===== src/rtl/ahb2axi_bridge.sv =====
// AHB-Lite slave to AXI4 master bridge: each AHB beat becomes one single-beat
// AXI transaction, with the AHB data phase stretched until the AXI response.
module ahb2axi_bridge #(
    parameter int                      AXI_ID_WIDTH = 8,
    parameter logic [AXI_ID_WIDTH-1:0] AXI_ID       = '0
) (
    input  logic                    hclk,
    input  logic                    hreset,

    input  logic                    hsel,
    input  logic [31:0]             haddr,
    input  logic [1:0]              htrans,
    input  logic                    hwrite,
    input  logic [2:0]              hsize,
    input  logic [2:0]              hburst,
    input  logic [63:0]             hwdata,
    input  logic                    hready,
    output logic                    hreadyout,
    output logic                    hresp,
    output logic [63:0]             hrdata,

    output logic [AXI_ID_WIDTH-1:0] awid,
    output logic [31:0]             awaddr,
    output logic [7:0]              awlen,
    output logic [2:0]              awsize,
    output logic [1:0]              awburst,
    output logic                    awvalid,
    input  logic                    awready,

    output logic [63:0]             wdata,
    output logic [7:0]              wstrb,
    output logic                    wlast,
    output logic                    wvalid,
    input  logic                    wready,

    input  logic [AXI_ID_WIDTH-1:0] bid,
    input  logic [1:0]              bresp,
    input  logic                    bvalid,
    output logic                    bready,

    output logic [AXI_ID_WIDTH-1:0] arid,
    output logic [31:0]             araddr,
    output logic [7:0]              arlen,
    output logic [2:0]              arsize,
    output logic [1:0]              arburst,
    output logic                    arvalid,
    input  logic                    arready,

    input  logic [AXI_ID_WIDTH-1:0] rid,
    input  logic [63:0]             rdata,
    input  logic [1:0]              rresp,
    input  logic                    rlast,
    input  logic                    rvalid,
    output logic                    rready
);

    localparam logic [3:0] S_IDLE = 4'd0;
    localparam logic [3:0] S_WCAP = 4'd1;
    localparam logic [3:0] S_WAW  = 4'd2;
    localparam logic [3:0] S_WB   = 4'd3;
    localparam logic [3:0] S_RAR  = 4'd4;
    localparam logic [3:0] S_RR   = 4'd5;
    localparam logic [3:0] S_DONE = 4'd6;
    localparam logic [3:0] S_ERR1 = 4'd7;
    localparam logic [3:0] S_ERR2 = 4'd8;

    localparam logic [1:0] BURST_INCR = 2'b01;

    logic [3:0]  state;
    logic [3:0]  state_nxt;
    logic [31:0] addr_q;
    logic [2:0]  size_q;
    logic        accept_state;
    logic        accept;
    logic        aw_done;
    logic        w_done;
    logic        unused_inputs;

    // Burst type, IDs, rlast and the low response bits carry no meaning here.
    assign unused_inputs = ^{hburst, htrans[0], bid, bresp[0], rid, rresp[0], rlast};

    assign awid    = AXI_ID;
    assign arid    = AXI_ID;
    assign awlen   = '0;
    assign arlen   = '0;
    assign awburst = BURST_INCR;
    assign arburst = BURST_INCR;
    assign wlast   = 1'b1;
    assign awaddr  = addr_q;
    assign araddr  = addr_q;
    assign awsize  = size_q;
    assign arsize  = size_q;

    function automatic logic [7:0] strb_for(input logic [2:0] size, input logic [2:0] addr);
        logic [7:0] strb;
        case (size)
            3'd0:    strb = 8'h01 << addr;
            3'd1:    strb = 8'h03 << {addr[2:1], 1'b0};
            3'd2:    strb = 8'h0F << {addr[2], 2'b00};
            default: strb = 8'hFF;
        endcase
        return strb;
    endfunction

    assign accept_state = (state == S_IDLE) || (state == S_DONE) || (state == S_ERR2);
    assign accept       = hsel && hready && htrans[1] && accept_state;

    // A channel counts as done once its valid has dropped or is handshaking now.
    assign aw_done = !awvalid || awready;
    assign w_done  = !wvalid  || wready;

    always_comb begin
        state_nxt = state;
        case (state)
            S_IDLE, S_DONE, S_ERR2: begin
                if (accept) begin
                    if (hsize[2])
                        state_nxt = S_ERR1;
                    else if (hwrite)
                        state_nxt = S_WCAP;
                    else
                        state_nxt = S_RAR;
                end else begin
                    state_nxt = S_IDLE;
                end
            end
            S_WCAP: state_nxt = S_WAW;
            S_WAW: begin
                if (aw_done && w_done)
                    state_nxt = S_WB;
            end
            S_WB: begin
                if (bvalid)
                    state_nxt = bresp[1] ? S_ERR1 : S_DONE;
            end
            S_RAR: begin
                if (arready)
                    state_nxt = S_RR;
            end
            S_RR: begin
                if (rvalid)
                    state_nxt = rresp[1] ? S_ERR1 : S_DONE;
            end
            S_ERR1:  state_nxt = S_ERR2;
            default: state_nxt = S_IDLE;
        endcase
    end

    always_ff @(posedge hclk) begin
        if (hreset) begin
            state     <= S_IDLE;
            hreadyout <= 1'b1;
            hresp     <= 1'b0;
            hrdata    <= '0;
            addr_q    <= '0;
            size_q    <= '0;
            wdata     <= '0;
            wstrb     <= '0;
            awvalid   <= 1'b0;
            wvalid    <= 1'b0;
            bready    <= 1'b0;
            arvalid   <= 1'b0;
            rready    <= 1'b0;
        end else begin
            state     <= state_nxt;
            hreadyout <= (state_nxt == S_IDLE) || (state_nxt == S_DONE) || (state_nxt == S_ERR2);
            hresp     <= (state_nxt == S_ERR1) || (state_nxt == S_ERR2);

            if (accept) begin
                addr_q <= haddr;
                size_q <= hsize;
                wstrb  <= strb_for(hsize, haddr[2:0]);
                if (!hsize[2] && !hwrite)
                    arvalid <= 1'b1;
            end

            case (state)
                S_WCAP: begin
                    wdata   <= hwdata;
                    awvalid <= 1'b1;
                    wvalid  <= 1'b1;
                end
                S_WAW: begin
                    if (awready)
                        awvalid <= 1'b0;
                    if (wready)
                        wvalid <= 1'b0;
                    if (aw_done && w_done)
                        bready <= 1'b1;
                end
                S_WB: begin
                    if (bvalid)
                        bready <= 1'b0;
                end
                S_RAR: begin
                    if (arready) begin
                        arvalid <= 1'b0;
                        rready  <= 1'b1;
                    end
                end
                S_RR: begin
                    // Read data is returned to AHB even when the response is an error.
                    if (rvalid) begin
                        rready <= 1'b0;
                        hrdata <= rdata;
                    end
                end
                default: ;
            endcase
        end
    end

endmodule


===== config.mk =====
export PLATFORM = sky130hd
export DESIGN_NAME = ahb2axi_bridge
export DESIGN_NICKNAME = d
export VERILOG_FILES = /design/src/rtl/ahb2axi_bridge.sv
export SDC_FILE = /design/constraint.sdc
export NUM_CORES = 1
export LEC_CHECK = 0
export ABC_AREA = 1
export CORE_AREA = 2 2 175 177
export CTS_BUF_LIST = sky130_fd_sc_hd__clkbuf_4 sky130_fd_sc_hd__clkbuf_8 sky130_fd_sc_hd__clkbuf_16
export DETAILED_ROUTE_END_ITERATION = 8
export DIE_AREA = 0 0 177 179
export RECOVER_POWER = 50
export REMOVE_ABC_BUFFERS = 1
export SYNTH_ARGS = -nofsm -noshare
export SYNTH_HDL_FRONTEND = slang
export SYNTH_SLANG_ARGS = --single-unit

===== constraint.sdc =====
create_clock -name hclk -period 1.38 [get_ports hclk]
set_input_delay 0.207 -clock hclk [delete_from_list [all_inputs] [get_ports hclk]]
set_output_delay 0.207 -clock hclk [all_outputs]
set_load 0.05 [all_outputs]

==> metrics.yaml, run 1 <==
fin_nets: 1513
num_vias: 7352
grt_antenna_before_repair: 2
grt-ovfl-total: 0
die_w_um: 177
htreeDepth: 4
area_growth_pct: 103
hold_depth: 3
power_switching_share_pct: 34.6
hold_path_startpoint: "hreset"
cts_tree: "done"
grt_pass1_vias: 6957
grt_max_degree: 68
numCtsBuffers: 17
drv_cap: 0
worst_slack_ns: 0.0249
reg2reg_to: "hrdata[47]"
row_count: 64
place.gp.congestion: 0.797
min_to: "wstrb[7]"
syn_area_per_cell_um2: 7.66
rrSetupSlack_ns: 0.02
synth_cells: 940
netlist_area_um2: 7200
crit_family: "buffers and inverters"
initial_core_util_pct: 24.0
reg2reg_depth: 7
synth_compound_area_share_pct: 12.9
core_area_um2: 30000
die_height_um: 179
ant_nets: 0
finalCritPeriodShare_pct: 98.2
drive_above_1_share_pct: 28.0
routed_via_density: 4.26
ios: 449
cp-start-kind: "register"
clk_latency_ns: 0.42
drtIter0Drc: 307
synth_mux_area_share_pct: 0
crit_fanout: 9
ctsHoldBuffers: 0
cts_sinks: 182
drv_slew: 0
hp-class: "input port to register"
grt_pass1_wl_um: 38700
ys_types: 27
total_leakage_power_nw: 5.63
p_sw_mw: 5.53
synth_fa_ha_area_share_pct: 0
fin_crit_ns: 1.36
placed_cell_area_um2: 13400
slowest_delay_ns: 0.36
power_density_nw_per_um2: 1100
grt_usage_pct: 15.6
clk_pin_slew_ns: 0.07
finClkSkew_ns: 0.0220
drc_errors: 0
status: "finished, final reports clean"
p_clk_share_pct: 30.1
fmax_ghz: 0.738
worstPathArrival_ns: 1.70
seq_power_share_pct: 37.6
final_cell_area_um2: 14600
yosys_register_bits: 182
finalSetupViolations: 0
synth_top_family_by_area: "simple AND/OR/NAND/NOR gates"
dp_hpwl_um: 19400
yosys.area_share.simple_pct: 22.9
dpl_worst_slack_ns: -0.290
comb_power_share_pct: 32.3
first_pass_iters: 4
cts-root-buf: "clkbuf_16"
crit_required_ns: 1.73
vdd.ir_drop.worst_v: 0.000655
worst_setup_path_end_kind: "register"
synth_xor_area_share_pct: 0
p_int_mw: 10.5
synth_warnings: 0
final_util_pct: 48.6
io_buffers: 388
ys_seq_area_share_pct: 50.6
crit_slowest_cell: "dfxtp_4"
rr_startpoint: "state[1]"
die_area_um2: 31700
drt-total-wl_um: 26700
crit_type: "register to register"
wire_per_inst_um: 15.5
path_cells: "buf_6 -> nor2_4 -> nand3_4 -> clkinv_8 -> clkbuf_16 -> nand2_1 -> a21oi_1"
crit_buf_inv: 3
rsz0062_at_grt: "true"
clockBufferDepth: 2
hold_viol: 0
[per-stage QoR]
| step | power [mW] | TNS, ns | std cells | hold slack, ns |
|---|---|---|---|---|
| 2_1_floorplan | 8.21 | -155.57 | 846 | 0.276 |
| 3_3_place_gp | 11.0 | -18.00 | 1675 | 0.489 |
| 3_5_place_dp | 11.0 | -22.38 | 1675 | 0.492 |
| 4_1_cts | 16.0 | 0 | 1716 | 0.207 |
| 5_1_grt | 16.8 | -2.33 | 1724 | 0.198 |
| 6_report | 16.0 | 0 | 1724 | 0.212 |
[registers in the layout, indices dropped and copies added, names as in the netlist]
signal and count:
arsize 3, rready 1, awvalid 1, state 4, hrdata 64, hresp 1, wstrb 8, bready 1
wvalid 1, araddr 32, arvalid 1, hreadyout 1, wdata 64
[logic make-up after synthesis]
kind of cell           Yosys count
other                            2
and+or+nand+nor                417
buffers and inverters          154
DFF                            182
AOI/OAI and AO/OA              185
[Yosys cell counts]
cell type / n / area, um2
buf_4: 77 / 578
o21bai_1: 1 / 7.51
buf_2: 15 / 75.1
inv_2: 3 / 11.3
nor2_4: 1 / 11.3
inv_1: 21 / 78.8
clkbuf_1: 25 / 93.8
clkbuf_2: 2 / 10.0
nor4_1: 3 / 18.8
nand2_1: 166 / 623
inv_4: 1 / 6.26
nand3b_1: 2 / 15.0
nand2_2: 2 / 12.5
a21oi_1: 77 / 385
dfxtp_1: 182 / 3640
nor3_1: 7 / 35.0
nor2_2: 2 / 12.5
nand3_1: 23 / 115
and3_1: 1 / 6.26
conb_1: 2 / 7.51
nand4_1: 2 / 12.5
nand2_4: 1 / 11.3
buf_6: 8 / 90.1
o21ai_1: 12 / 60.1
o21ai_0: 95 / 475
buf_8: 2 / 30.0
nor2_1: 207 / 777
[power by group through the flow]
stage          clock (mW)  combinational [mW]  sequential [mW]
2_1_floorplan           0               0.937             7.28
3_3_place_gp            0                4.86             6.12
3_5_place_dp            0                4.90             6.14
4_1_cts              5.02                5.01             6.02
5_1_grt              5.31                5.43             6.07
6_report             4.82                5.17             6.02
[worst reg2reg max path, stage by stage, from the launching register on]
cell and delay, ns:
dfxtp_4 0.36, buf_6 0.12, nor2_4 0.16, nand3_4 0.17, clkinv_8 0.15, clkbuf_16 0.17, nand2_1 0.06, a21oi_1 0.11
[area by class of cell]
cell class | instances | area [um2]
clock inverters | 15 | 155
diodes | 1 | 2.50
flip-flops and latches | 182 | 3660
repair buffers | 449 | 6820
fillers | 2776 | 15400
clock buffers | 17 | 425
well taps | 396 | 495
inverters | 25 | 131
multi-input cells | 639 | 2920
[cells in the final DEF (no fill, tap or decap), types with 3 or more instances in the layout]
cell type          n
buf_12           227
nor2_1           186
dfxtp_1          178
clkdlybuf4s50_1  174
nand2_1          156
a21oi_1           74
o21ai_0           71
conb_1            37
o21ai_1           31
buf_4             31
clkbuf_16         23
nand3_1           19
nor2_2            17
inv_1             15
nand2_2            8
nor2_4             7
buf_6              7
nor3_1             6
inv_2              5
clkinv_8           5
o21ai_2            5
nand2_4            4
inv_8              4
inv_6              4
nand3_2            3
nor4_1             3
a21oi_2            3
dfxtp_4            3
[per-layer routing]
layer / vias up / routed length (um) / track usage (%)
met5: - / 13 / 0
met1: 3388 / 9940 / 17.2
met4: 2 / 428 / 4.61
met2: 291 / 13900 / 27.6
li1: 3647 / - / -
met3: 24 / 2450 / 6.11
[how the worst max path moves through the flow]
stage,start,slack [ns],depth (start not counted),to
4_1_cts,state[0],0.0007,9,wstrb[2]
3_5_place_dp,htrans[1],-0.29,7,araddr[6]
5_1_grt,state[1],-0.07,7,hrdata[39]
2_1_floorplan,state[0],-1.67,6,hrdata[0]
3_3_place_gp,htrans[1],-0.25,8,hreadyout
6_report,state[1],0.02,7,hrdata[47]
[what timing repair did]
action | CTS | global route
endpoints found under the setup margin | 160 | 135
cloned | 2 | 7
pin swaps | 2 | 22
setup buffers | 7 | 1
gates resized for setup | 30 | 91
Note: power is estimated with default switching activity, not from simulation.
==> run 2, diff against run 1 <==
--- a/config.mk
+++ b/config.mk
@@ -8,6 +8,7 @@
 export ABC_AREA = 1
 export CORE_AREA = 2 2 175 177
 export CTS_BUF_LIST = sky130_fd_sc_hd__clkbuf_4 sky130_fd_sc_hd__clkbuf_8 sky130_fd_sc_hd__clkbuf_16
+export CTS_CLUSTER_DIAMETER = 100
 export DETAILED_ROUTE_END_ITERATION = 8
 export DIE_AREA = 0 0 177 179
 export RECOVER_POWER = 50
==> results of run 2 <==
Same layout as run 1: the final DEF is identical, and so are final timing and power.
==> run 3, diff against run 2 <==
--- a/config.mk
+++ b/config.mk
@@ -11,6 +11,7 @@
 export CTS_CLUSTER_DIAMETER = 100
 export DETAILED_ROUTE_END_ITERATION = 8
 export DIE_AREA = 0 0 177 179
+export GPL_TIMING_DRIVEN = 0
 export RECOVER_POWER = 50
 export REMOVE_ABC_BUFFERS = 1
 export SYNTH_ARGS = -nofsm -noshare
==> metrics.yaml, run 3 (synthesis results as in run 1) <==
ios: 449  # unchanged
final_common_cell: "nor2_1"
drv_cap: 0  # unchanged
timing.slew.headroom_pct: 55.3
finalSetupViolations: 126  # +126
num_vias: 7428  # +1.0%
rrSetupSlack_ns: -0.12  # -0.14 ns
die_height_um: 179  # unchanged
crit_type: "register to register"
first_pass_iters: 4  # unchanged
worst_slack_ns: -0.116  # -0.141 ns
ant_nets: 0  # unchanged
final_util_pct: 40.4  # -8.2 points
grt_max_degree: 76  # +12%
place.gp.congestion: 0.749  # -6.0%
power.total_mw: 15.1  # -5.7%
grt_antenna_before_repair: 0  # -2
clk_pin_slew_ns: 0.07  # about the same
finalCritPeriodShare_pct: 108  # +10 points
crit_fanout: 3  # -6
grt_usage_pct: 16.8  # +1.2 points
status: "complete, but fails checks"
n_antenna_cell: 0  # -1
htreeDepth: 4  # unchanged
worstPathArrival_ns: 1.85  # +0.15 ns
finClkSkew_ns: 0.0120  # -0.0100 ns
drive_above_1_share_pct: 28.2  # +0.28 points
fmax_ghz: 0.668  # -9.4%
io_buffers: 388  # unchanged
routed_via_density: 4.31  # +1.0%
crit_required_ns: 1.73  # about the same
cp-start-kind: "register"
final_cell_area_um2: 12100  # -17%
cts_tree: "done"
drc_errors: 0  # unchanged
core_area_um2: 30000  # unchanged
fin_crit_ns: 1.50  # +0.141 ns
fill_cells: 3105  # +12%
final_cell_mix: "nor2_1, dfxtp_1, clkdlybuf4s50_1"
drv_slew: 0  # unchanged
violations: "negative setup slack"
grt_pass1_wl_um: 40200  # +3.9%
tightest_slew_ns: 0.671
wire_per_inst_um: 17.0  # +10%
rsz0062_at_grt: "true"
row_count: 64  # unchanged
hp-class: "input port to register"
placed_cell_area_um2: 10900  # -19%
dp_hpwl_um: 16500  # -15%
fin_nets: 1514  # +0.066%
power_density_nw_per_um2: 1250  # +14%
cts-root-buf: "clkbuf_16"
drtIter0Drc: 279  # -9.1%
drt-total-wl_um: 29400  # +10%
clockBufferDepth: 2  # unchanged
initial_core_util_pct: 24.0  # unchanged
die_area_um2: 31700  # unchanged
worst_setup_path_end_kind: "register"
area_growth_pct: 68.4
finalSetupTns_ns: -3.67  # -3.67 ns
ctsHoldBuffers: 0  # unchanged
hold_ws_ns: 0.269  # +0.0563 ns
grt_pass1_vias: 6892  # -0.93%
numCtsBuffers: 17  # unchanged
die_w_um: 177  # unchanged
hold_viol: 0  # unchanged
cts_sinks: 182  # unchanged
clk_latency_ns: 0.43  # about the same
vdd.ir_drop.worst_v: 0.000760  # +16%
total_leakage_power_nw: 4.93  # -12%
grt-ovfl-total: 0  # unchanged
-- run 3: metal layers --
metal | track usage (%) | routed length, um
met1 | 19.4 | 11800
met5 | 0 | 0
met4 | 4.41 | 337
met2 | 29.9 | 14900
met3 | 5.39 | 2320
-- run 3: final timing paths --
check,from,depth (start not counted),endpoint
min,hreset,2,hrdata[47]
max,state[2],10,hresp
min reg2reg,hrdata[24],2,hrdata[24]
max reg2reg,state[2],10,hresp
-- run 3: layout make-up --
| type | instances | area [um2] | area share, % |
|---|---|---|---|
| Timing Repair Buffer | 421 | 3800 | 31.3 |
| Sequential cell | 182 | 3660 | 30.1 |
| Multi-Input combinational cell | 654 | 3220 | 26.6 |
| Tap cell | 396 | 495 | 4.08 |
| Clock buffer | 19 | 453 | 3.73 |
| Timing Repair inverter | 14 | 216 | 1.78 |
| Inverter | 25 | 163 | 1.34 |
| Clock inverter | 13 | 124 | 1.02 |
-- run 3: through the flow --
stage,setup slack (ns),std cells
after detailed placement,-1.84,1631
after global placement,-5.42,1630
after CTS,-0.0939,1702
final,-0.116,1724
after floorplan,-1.67,846
after global routing,-0.197,1724
-- run 3: worst max-delay path: stages, from the launching register on --
cell and delay [ns]:
dfxtp_4 0.38, inv_4 0.05, nor2_4 0.14, buf_6 0.14
nand3_4 0.10, buf_12 0.21, nand2_4 0.06, inv_2 0.04
nand2_4 0.08, nand2_4 0.06, o21bai_1 0.17
-- run 3: timing repair --
action | 4_1_cts | 5_1_grt
pin swaps | 19 | 33
setup buffers | 22 | 9
gates cloned | 17 | 13
gates resized for setup | 990 | 95
setup endpoints to repair | 391 | 268
hold endpoints to repair | 0 | 0
-- run 3: where the power goes --
group | internal [mW] | switching (mW) | total [mW]
Sequential | 5.59 | 0.202 | 5.80
Clock | 2.61 | 2.28 | 4.89
Combinational | 1.44 | 2.97 | 4.41
